[src/rtl/lmdpl_seq_ctrl.sv]
// rtl/lmdpl_seq_ctrl.sv - LMDPL masked-gate sequencer: random fetch, mask load, optional precharge, evaluate, capture
// Optional precharge phase: define LMDPL_SEQ_PRECHARGE_EN to insert PRE between LOAD and EVAL.
module lmdpl_seq_ctrl #(
  parameter int PRE_CYCLES  = 1,
  parameter int EVAL_CYCLES = 2
) (
  input  logic clk,
  input  logic rst,
  input  logic start_i,
  output logic busy_o,
  output logic rnd_req_o,
  input  logic rnd_ack_i,
  output logic mask_load_o,
  output logic rail_en_o,
  input  logic x2_i,
  input  logic x2_bar_i,
  output logic out_capture_o,
  output logic done_o,
  input  logic err_clr_i,
  output logic err_o
);

  typedef enum logic [2:0] {
    ST_IDLE = 3'd0,
    ST_RND  = 3'd1,
    ST_LOAD = 3'd2,
    ST_PRE  = 3'd3,
    ST_EVAL = 3'd4,
    ST_CAPT = 3'd5
  } state_t;

  // Counter reload values: a phase of N cycles counts N-1 down to 0.
  localparam logic [3:0] PRE_LOAD  = 4'(PRE_CYCLES - 1);
  localparam logic [3:0] EVAL_LOAD = 4'(EVAL_CYCLES - 1);

  state_t     state;
  state_t     nxt_state;
  logic [3:0] cnt;
  logic [3:0] nxt_cnt;

  // Next-state and phase-counter decode; the registered outputs below follow the next state.
  always_comb begin
    nxt_state = state;
    nxt_cnt   = cnt;
    case (state)
      ST_IDLE: begin
        if (start_i) nxt_state = ST_RND;
      end
      ST_RND: begin
        if (rnd_ack_i) nxt_state = ST_LOAD;
      end
      ST_LOAD: begin
`ifdef LMDPL_SEQ_PRECHARGE_EN
        nxt_state = ST_PRE;
        nxt_cnt   = PRE_LOAD;
`else
        nxt_state = ST_EVAL;
        nxt_cnt   = EVAL_LOAD;
`endif
      end
      ST_PRE: begin
        // Unreachable when precharge is disabled, since LOAD never enters PRE.
        if (cnt == 4'd0) begin
          nxt_state = ST_EVAL;
          nxt_cnt   = EVAL_LOAD;
        end else begin
          nxt_cnt = cnt - 4'd1;
        end
      end
      ST_EVAL: begin
        if (cnt == 4'd0) begin
          nxt_state = ST_CAPT;
          nxt_cnt   = 4'd0;
        end else begin
          nxt_cnt = cnt - 4'd1;
        end
      end
      ST_CAPT: begin
        nxt_state = ST_IDLE;
        nxt_cnt   = 4'd0;
      end
      default: begin
        nxt_state = ST_IDLE;
        nxt_cnt   = 4'd0;
      end
    endcase
  end

  // State register with Moore outputs registered from the state being entered.
  always_ff @(posedge clk) begin
    if (!rst) begin
      state         <= ST_IDLE;
      cnt           <= 4'd0;
      busy_o        <= 1'b0;
      rnd_req_o     <= 1'b0;
      mask_load_o   <= 1'b0;
      rail_en_o     <= 1'b0;
      out_capture_o <= 1'b0;
      done_o        <= 1'b0;
    end else begin
      state         <= nxt_state;
      cnt           <= nxt_cnt;
      busy_o        <= (nxt_state != ST_IDLE);
      rnd_req_o     <= (nxt_state == ST_RND);
      mask_load_o   <= (nxt_state == ST_LOAD);
      rail_en_o     <= (nxt_state == ST_EVAL) || (nxt_state == ST_CAPT);
      out_capture_o <= (nxt_state == ST_CAPT);
      done_o        <= (nxt_state == ST_CAPT);
    end
  end

  // Sticky fault flag: equal rails at capture mean the dual-rail encoding broke; a new fault beats a clear.
  always_ff @(posedge clk) begin
    if (!rst) begin
      err_o <= 1'b0;
    end else if ((state == ST_CAPT) && (x2_i == x2_bar_i)) begin
      err_o <= 1'b1;
    end else if (err_clr_i) begin
      err_o <= 1'b0;
    end
  end

endmodule

[config.mk]
export PLATFORM = sky130hd
export DESIGN_NAME = lmdpl_seq_ctrl
export DESIGN_NICKNAME = d
export VERILOG_FILES = /design/src/rtl/lmdpl_seq_ctrl.sv
export SDC_FILE = /design/constraint.sdc
export NUM_CORES = 1
export LEC_CHECK = 0
export BUFFER_PORTS_ARGS = -buffer_cell sky130_fd_sc_hd__buf_4
export CAP_MARGIN = 20
export CORE_AREA = 2 2 39 41
export DETAILED_ROUTE_END_ITERATION = 10
export DIE_AREA = 0 0 41 43
export PLACE_DENSITY = 0.78
export SLEW_MARGIN = 20
export SYNTH_ARGS = -nofsm -noshare
export SYNTH_HDL_FRONTEND = slang
export SYNTH_SLANG_ARGS = --single-unit
[constraint.sdc]
create_clock -name clk -period 2 [get_ports clk]
set_input_delay 0.4 -clock clk [delete_from_list [all_inputs] [get_ports clk]]
set_output_delay 0.4 -clock clk [all_outputs]
set_load 0.01 [all_outputs]
==> results of run 1 <==
## power by group through the flow
stage | combinational [µW] | clock, µW | sequential (µW)
after global routing | 129 | 181 | 295
after CTS | 117 | 164 | 291
after global placement | 111 | 0 | 296
after detailed placement | 115 | 0 | 296
after floorplan | 81.6 | 0 | 294
final | 118 | 165 | 291
## per-layer routing
metal,vias to the layer above,track usage (%),routed length [µm]
met4,0,12.0,41
li1,264,-,-
met2,24,25.0,568
met5,-,0,0
met3,5,3.14,100
met1,234,20.9,505
## cell families after synthesis
group / after synthesis / synth area share [%]
AND/OR/NAND/NOR: 22 / 21.7
adder cells (fa/ha/maj): 2 / 4.02
AO/OA/AOI/OAI: 14 / 16.3
buffers and inverters: 10 / 8.45
XOR/XNOR: 2 / 2.82
flip-flops: 13 / 41.9
multiplexers: 3 / 4.83
## sequential cells by signal, indices dropped and copies added, names as in the netlist
register	flops
busy_o	1
done_o	1
cnt	4
mask_load_o	1
rnd_req_o	1
err_o	1
rail_en_o	1
state	3
## metrics by stage
stage | cell area, µm² | hold WS [ns]
2_1_floorplan | 622 | 0.454
3_3_place_gp | 717 | 0.461
3_5_place_dp | 717 | 0.482
4_1_cts | 743 | 0.358
5_1_grt | 743 | 0.354
6_report | 743 | 0.355
## worst register-to-register path, delay by kind of cell (launching register included)
family          cells  cell delay [ns]
compound gates      2             0.53
fa+ha+maj           1             0.15
buf+inv             1             0.09
flops               1             0.34
simple gates        1             0.40
## cell type report
| cell class | count | area, µm² |
|---|---|---|
| flip-flops and latches | 13 | 260 |
| repair buffers | 14 | 105 |
| well taps | 16 | 20.0 |
| clock buffers | 4 | 26.3 |
| fillers | 124 | 641 |
| multi-input cells | 43 | 309 |
| inverters | 6 | 22.5 |
## placed cells by master, fill, tap and decap left out, types with 3 or more instances in the layout
cell type,netlist,final
dfxtp_1,13,13
nor3_1,3,3
buf_4,1,14
inv_1,6,6
nor2_1,4,4
a211oi_1,3,3
o21ai_0,3,3
mux2i_1,3,3
clkbuf_4,0,3
## how the worst max path moves through the flow
| stage | slack, ns | cells after the start | from | end |
|---|---|---|---|---|
| final | 0.44 | 5 | cnt[0] | rail_en_o |
| after global placement | 0.52 | 5 | cnt[1] | rail_en_o |
| after CTS | 0.47 | 5 | cnt[1] | rail_en_o |
| after floorplan | 0.62 | 5 | cnt[0] | rail_en_o |
| after global routing | 0.35 | 5 | cnt[0] | rail_en_o |
| after detailed placement | 0.50 | 5 | cnt[1] | state[2] |
==> flow_summary.toml, run 1 <==
[status]
outcome = "complete, no violations"

[timing]
relSlewSlack_pct = 72.1
maxSlewViolCount = 0
tns_ns = 0
finalHoldViolations = 0
finClkSkew_ns = 0.00125
tightest_slew_ns = 0.418
rsz0062_at_grt = "false"
setup_viol = 0
timing.fmax_ghz = 0.642
period_needed_ns = 1.56
fin_ws_ns = 0.442
fin_crit_sh_pct = 77.9

[clock_tree]
postCtsSetupRepairBufs = 0
root_buffer = "clkbuf_4"
cts_resized = 0
clock_latency_ns = 0.28
cts_buffers = 3
cts_tree = "yes"
cts_max_level = 1
cts_buffer_depth = 2
hold_buffers = 0
clkTransAtPathRegs_ns = 0.08
clock-sinks = 13

[synth]
yosysTopAreaCell = "dfxtp_1"
yosysSeqAreaShare_pct = 41.9
synth_edf_count = 0
ys_ff_latch = 13
netlist_top_cells_area = "dfxtp_1 42%, mux2i_1 4.8%, ha_1 4.0%, a211oi_1 3.6%, inv_1 3.6%"
syn_nets = 75
yosysWarnings = 0
async_flop_share_pct = 0
synth_area_um2 = 622
syn_inst = 66
synth_ff_type = "dfxtp_1"
synth.distinct_cells = 33
synth.most_common_cell = "dfxtp_1"
netlist_top_cells_count = "13 x dfxtp_1, 6 x inv_1, 4 x nor2_1"
syn_area_per_cell_um2 = 9.42
synth_top_area_share_pct = 41.9

[worst_setup_path]
crit_family = "compound AO/OA/AOI/OAI gates"
r2r-start = "cnt[0]"
worstPathCellList = "inv_1 > ha_1 > or3b_4 > a211oi_1 > o21a_1"
critical_path.endpoint_type = "register"
critical_path_required_ns = 2.23
crit_arrival_ns = 1.79
reg2reg_setup_slack_ns = 0.44
critPathSlowestCell = "or3b_4"
worstRegToRegCells = 5
max_stage_delay_ns = 0.40
r2r_end = "rail_en_o"
critPathBufInv = 1
criticalPathCategory = "reg -> reg"
crit_fanout = 4
cp-start-kind = "register"

[power_and_ir_drop]
vdd_drop_max_mv = 0.378
total_power_uw = 574
combPwrFrac_pct = 20.6
seqPwrFrac_pct = 50.7
power_frac_clock_pct = 28.7
switchingPower_uw = 161
sw_frac_of_total_pct = 28.0
internal-power_uw = 413
total_leakage_power_uw = 0.000310
p_per_area_nw_per_um2 = 773

[global_routing]
grt_pass1_wl_um = 1980
grt_start_max_net_pins = 14
track_usage_pct = 17.0
overflow = 0
antenna_found_initial = 0
grt_pass1_vias = 449

[detailed_routing]
drc = 0
routed-via-count = 527
routed_wl_um = 1220
wl_per_cell_um = 12.7
vias_per_cell = 5.49
drt_first_pass_iters = 4
drtIter0Drc = 17
drtAntennaViolNets = 0

[placed_design]
dp_hpwl_um = 814
place.port_buffers = 13
place_inst = 92
place_ws_ns = 0.499
gp_congestion = 0.805

[run]
max_cap_violations = 0

[final_layout]
nets = 90
diodes = 0
fin_util_pct = 53.7
layout-drive-gt1-share_pct = 25.0
fin_cells = 96
area_delta_synth_final_pct = 19.5

[die]
rows = 14
die_area_um2 = 1760
die_x_um = 41
ios = 14
die_h_um = 43
initial_core_util_pct = 44.9
core_area_um2 = 1380

[worst_hold_path]
min_to = "state[2]"
hold_depth = 2
min_path_type = "in -> reg"
hp-start = "rst"
Note: power is estimated with default switching activity, not from simulation.
==> inputs of run 2 (changes only) <==
Clock period 2 ns to 1.45 ns, I/O delays scaled along.
==> run 2 against run 1 <==
Sequential cell count unchanged. Power up 46%. Maximum frequency up 8.1%. Non-clock buffer count up 3. First-iteration DRC count down 12%. Sequential power up 40%. Setup slack worse by 0.43 ns. Clock power up 42%. Critical path depth unchanged. Wire length up 12%. Cell count up 3.1%. Largest power group unchanged. Highest routed layer unchanged.
==> flow_summary.toml, run 2 (synthesis gave the netlist of run 1 again) <==
[final_layout]
final_cell_area_um2 = 816
mostFrequentLayoutCell = "buf_4"
area_delta_synth_final_pct = 31.2
layout_common_cells = "17 x buf_4, 10 x dfxtp_1, 4 x inv_1, 4 x nor2_1"
fin_util_pct = 59.0
diodes = 0
largest_register_ffs = 4
layout-drive-gt1-share_pct = 41.0
top_register = "cnt"
fin_cells = 99
reg_top3 = "cnt: 4 flops, state: 3 flops"
nets = 93

[timing]
maxSlewViolCount = 0
fin_ws_ns = 0.00840
tightest_slew_ns = 0.457
relSlewSlack_pct = 69.4
fin_crit_sh_pct = 99.4
finalHoldViolations = 0
finClkSkew_ns = 0.00665
setup_viol = 0
tns_ns = 0
timing.fmax_ghz = 0.694
period_needed_ns = 1.44

[placed_design]
place_ws_ns = -0.0490
dp_hpwl_um = 886
gp_congestion = 0.828
dpl_cell_area_um2 = 732
place_inst = 94
place.port_buffers = 13

[clock_tree]
cts_tree = "yes"
cts_buffers = 3
clock_latency_ns = 0.28
clock-sinks = 13
clkTransAtPathRegs_ns = 0.09
cts_buffer_depth = 2
cts_max_level = 1
root_buffer = "clkbuf_4"

[worst_setup_path]
crit_family = "simple AND/OR/NAND/NOR gates"
worstPathCellList = "inv_2 > ha_4 > or3b_4 > a221oi_2 > a211oi_1"
critPathSlowestCell = "or3b_4"
cp-start-kind = "register"
crit_arrival_ns = 1.61
critical_path.endpoint_type = "register"
max_stage_delay_ns = 0.42
crit_fanout = 4
critical_path_required_ns = 1.61
critPathBufInv = 1
criticalPathCategory = "reg -> reg"

[global_routing]
grtUsageMet2_pct = 21.6
grtUsageMet3_pct = 3.14
grt_start_max_net_pins = 11
overflow = 0
grt_pass1_vias = 454
antenna_found_initial = 0
globalRouteMet1Util_pct = 21.8
grt_pass1_wl_um = 1890
grt-busiest-layer = "met1"
track_usage_pct = 15.9

[detailed_routing]
drt_first_pass_iters = 4
drc = 0
routed-via-count = 554
drtAntennaViolNets = 0
vias_per_cell = 5.60
routed_wl_um = 1370
wl_per_cell_um = 13.8
drtIter0Drc = 15

[power_and_ir_drop]
total_leakage_power_uw = 0.000337
p_per_area_nw_per_um2 = 1030
vdd_drop_max_mv = 0.627

[worst_hold_path]
min_path_type = "in -> reg"

[status]
outcome = "complete, no violations"

[run]
max_cap_violations = 0

[die]
rows = 14
initial_core_util_pct = 44.9
ios = 14
die_area_um2 = 1760
die_x_um = 41
die_h_um = 43
core_area_um2 = 1380
## run 2: final cells by class
class,count,area (µm²)
multi-input cells,43,355
fillers,123,568
flip-flops and latches,13,264
repair buffers,17,128
inverters,6,22.5
well taps,16,20.0
clock buffers,4,26.3
## run 2: through the flow
stage | hold WS [ns] | total power [µW]
after global placement | 0.462 | 567
after CTS | 0.259 | 802
final | 0.258 | 837
after floorplan | 0.408 | 518
after global routing | 0.265 | 871
after detailed placement | 0.475 | 571
## run 2: power by group
group / leakage (µW) / internal [µW] / switching (µW)
Combinational: 0.000214 / 99.3 / 97.5
Clock: 0.0000150 / 107 / 127
Sequential: 0.000108 / 382 / 23.6
Total: 0.000337 / 588 / 249
## run 2: worst register-to-register path, stage by stage, from the launching register on
cell and delay [ns]:
dfxtp_2 0.33, inv_2 0.07, ha_4 0.13, or3b_4 0.42, a221oi_2 0.29, a211oi_1 0.07
## run 2: timing repair
action / 4_1_cts / 5_1_grt
setup endpoints to repair: 3 / 4
setup buffers: 0 / 1
pin swaps: 1 / 3
hold buffers: 0 / 0
gates resized for setup: 3 / 11
## run 2: routing by layer
metal | wire length (µm) | vias to the layer above
met1 | 577 | 257
met4 | 36 | 0
met3 | 90 | 5
met2 | 660 | 26
li1 | - | 266
met5 | 0 | -
## run 2: path summary, 6_finish.rpt
check               from   endpoint  slack [ns]  cells past startpoint
hold reg to reg    err_o      err_o        0.48                      2
setup / recovery  cnt[0]     cnt[0]       0.008                      5
setup reg to reg  cnt[0]     cnt[0]       0.008                      5
hold / removal       rst  rail_en_o        0.26                      2
==> inputs of run 3 (changes only) <==
Settings changed: ABC_AREA from default to 1, CELL_PAD_IN_SITES_DETAIL_PLACEMENT from default to 0, CELL_PAD_IN_SITES_GLOBAL_PLACEMENT from default to 2, CORE_AREA 2 2 39 41 to default, CORE_MARGIN from default to 2, CORE_UTILIZATION from default to 28, DIE_AREA 0 0 41 43 to default, PLACE_DENSITY 0.78 to 0.83.
==> run 3 against run 2 <==
Via count grew 4.2%. Wire length shrank 6.7%. Sequential power grew 1%. Worst hold slack gained 0.0051 ns. Clock power is essentially flat. Largest cell class unchanged. Largest power group unchanged.
==> flow_summary.toml, run 3 <==
[synth]
yosysTopAreaCell = "dfxtp_1"
netlist_top_cells_area = "dfxtp_1 39%, nand2_1 10%, inv_1 7.4%, nor2_1 5.7%, nand2_2 4.7%"
synth_top_family_by_area = "simple AND/OR/NAND/NOR gates"
synth_compound_gate_area_share_pct = 11.6
synth_ff_type = "dfxtp_1"
synth_xor_area_share_pct = 0
synth_mux_area_share_pct = 0
syn_inst = 93
synth.most_common_cell = "nand2_1"
synth_edf_count = 0
yosysSeqAreaShare_pct = 39.5
syn_area_per_cell_um2 = 7.09
synth_top_area_share_pct = 39.5
synth_area_um2 = 659
netlist_top_cells_count = "18 x nand2_1, 13 x dfxtp_1, 13 x inv_1"
synth.distinct_cells = 20
synth_fa_ha_area_share_pct = 3.80
synthSimpleGateAreaFrac_pct = 32.6
ys_ff_latch = 13
syn_nets = 102
async_flop_share_pct = 0
yosysWarnings = 0

[final_layout]
layout-drive-gt1-share_pct = 29.0
multiInputGateArea_um2 = 317
ff_latch_area_um2 = 260
nets = 117
final_cell_area_um2 = 792
mostFrequentLayoutCell = "nand2_1"
area_delta_synth_final_pct = 20.1
diodes = 0
top_register = "cnt"
reg_top3 = "cnt: 4 flops, state: 3 flops"
fillCellCount = 266
layout_common_cells = "18 x nand2_1, 13 x inv_1, 13 x dfxtp_1, 13 x buf_4, 10 x nor2_1"
largest_register_ffs = 4

[timing]
period_needed_ns = 1.26
fin_crit_sh_pct = 87.2
rsz0062_at_grt = "false"
finClkSkew_ns = 0.00829
maxSlewViolCount = 0
setup_viol = 0
whs_ns = 0.263
timing.fmax_ghz = 0.791
finalHoldViolations = 0
relSlewSlack_pct = 77.7
tns_ns = 0
tightest_slew_ns = 0.334

[worst_setup_path]
critical_path.endpoint_type = "register"
criticalPathCategory = "reg -> reg"
critical_path_required_ns = 1.63
reg2reg_setup_slack_ns = 0.19
cp-start-kind = "register"
crit_fanout = 6
crit_arrival_ns = 1.44

[die]
initial_core_util_pct = 29.8
die_x_um = 52.5
core_area_um2 = 2210
rows = 17
ios = 14
die_h_um = 52.5
die_area_um2 = 2760

[placed_design]
dp_hpwl_um = 997
gp_congestion = 0.730
place.port_buffers = 13
dpl_cell_area_um2 = 766

[power_and_ir_drop]
seqPwrFrac_pct = 49.0
power_frac_clock_pct = 27.7
internal-power_uw = 573
vdd_drop_max_mv = 0.491
total_leakage_power_uw = 0.000386
p_per_area_nw_per_um2 = 1060
switchingPower_uw = 265
sw_frac_of_total_pct = 31.7
combPwrFrac_pct = 23.3
total_power_uw = 838

[detailed_routing]
drc = 0
routed_wl_um = 1270
drtIter0Drc = 5
drtAntennaViolNets = 0
routed-via-count = 577
drt_first_pass_iters = 3
wl_per_cell_um = 9.44
vias_per_cell = 4.27

[global_routing]
track_usage_pct = 11.2
grt_pass1_vias = 566
grt_pass1_wl_um = 2270
antenna_found_initial = 0
overflow = 0
grt_start_max_net_pins = 9

[worst_hold_path]
min_path_type = "in -> reg"

[clock_tree]
clock-sinks = 13
cts_buffer_depth = 2
cts_tree = "yes"
cts_max_level = 1
hold_buffers = 0
root_buffer = "clkbuf_4"
clkTransAtPathRegs_ns = 0.09
clock_latency_ns = 0.28
cts_buffers = 3
postCtsSetupRepairBufs = 0
cts_resized = 0

[run]
max_cap_violations = 0

[status]
outcome = "complete, no violations"
run 3: cell count changes after synthesis, sizes merged, moves of 3 or more:
cell | previous run | this run
nand2 | 1 | 23
nor2 | 4 | 15
inv | 6 | 15
nand3 | 1 | 6
a211oi | 4 | 0
a21oi | 2 | 6
mux2i | 3 | 0
run 3: logic make-up after synthesis:
group,Yosys count
compound gates,13
buf+inv,18
simple gates,47
fa+ha+maj,2
flops,13
run 3: per-layer routing:
metal | routed length (µm) | global-route usage, % | up-vias | part of all wire (%)
li1 | - | - | 313 | -
met1 | 570 | 12.8 | 253 | 45
met2 | 624 | 19.4 | 11 | 49
met3 | 79 | 5.43 | 0 | 6.2
met4 | 0 | 1.28 | 0 | 0
met5 | 0 | 0 | - | 0
run 3: power groups by stage:
stage	clock network [µW]	registers (µW)	logic, µW
global placement	0	418	197
floorplan	0	415	142
detailed placement	0	419	198
global route	269	414	227
CTS	245	411	199
finish	232	410	196
run 3: cell type report:
| cell class | instances | share of cell area, % |
|---|---|---|
| Clock buffer | 4 | 3.32 |
| Inverter | 15 | 7.11 |
| Multi-Input combinational cell | 62 | 40.0 |
| Sequential cell | 13 | 32.9 |
| Tap cell | 28 | 4.42 |
| Timing Repair Buffer | 13 | 12.3 |
run 3: critical path, cell delays in order, from the launching register on:
cell and delay [ns]:
dfxtp_1 0.32, inv_1 0.10, ha_1 0.20, nand2_2 0.11, o21ai_1 0.19, nand2_1 0.11, nand2_1 0.09, nor2_2 0.04
run 3: final timing paths:
check | from | endpoint | cells after the start
setup / recovery | cnt[0] | rnd_req_o | 7
hold / removal | err_clr_i | err_o | 4
setup reg to reg | cnt[0] | rnd_req_o | 7
hold reg to reg | err_o | err_o | 2
run 3: per-stage QoR:
stage	util (%)	setup WS, ns	cells
after floorplan	-	0.336	93
after global placement	34.6	0.224	131
after detailed placement	34.6	0.214	131
after CTS	35.8	0.185	135
after global routing	35.8	0.0883	135
final	35.8	0.186	135
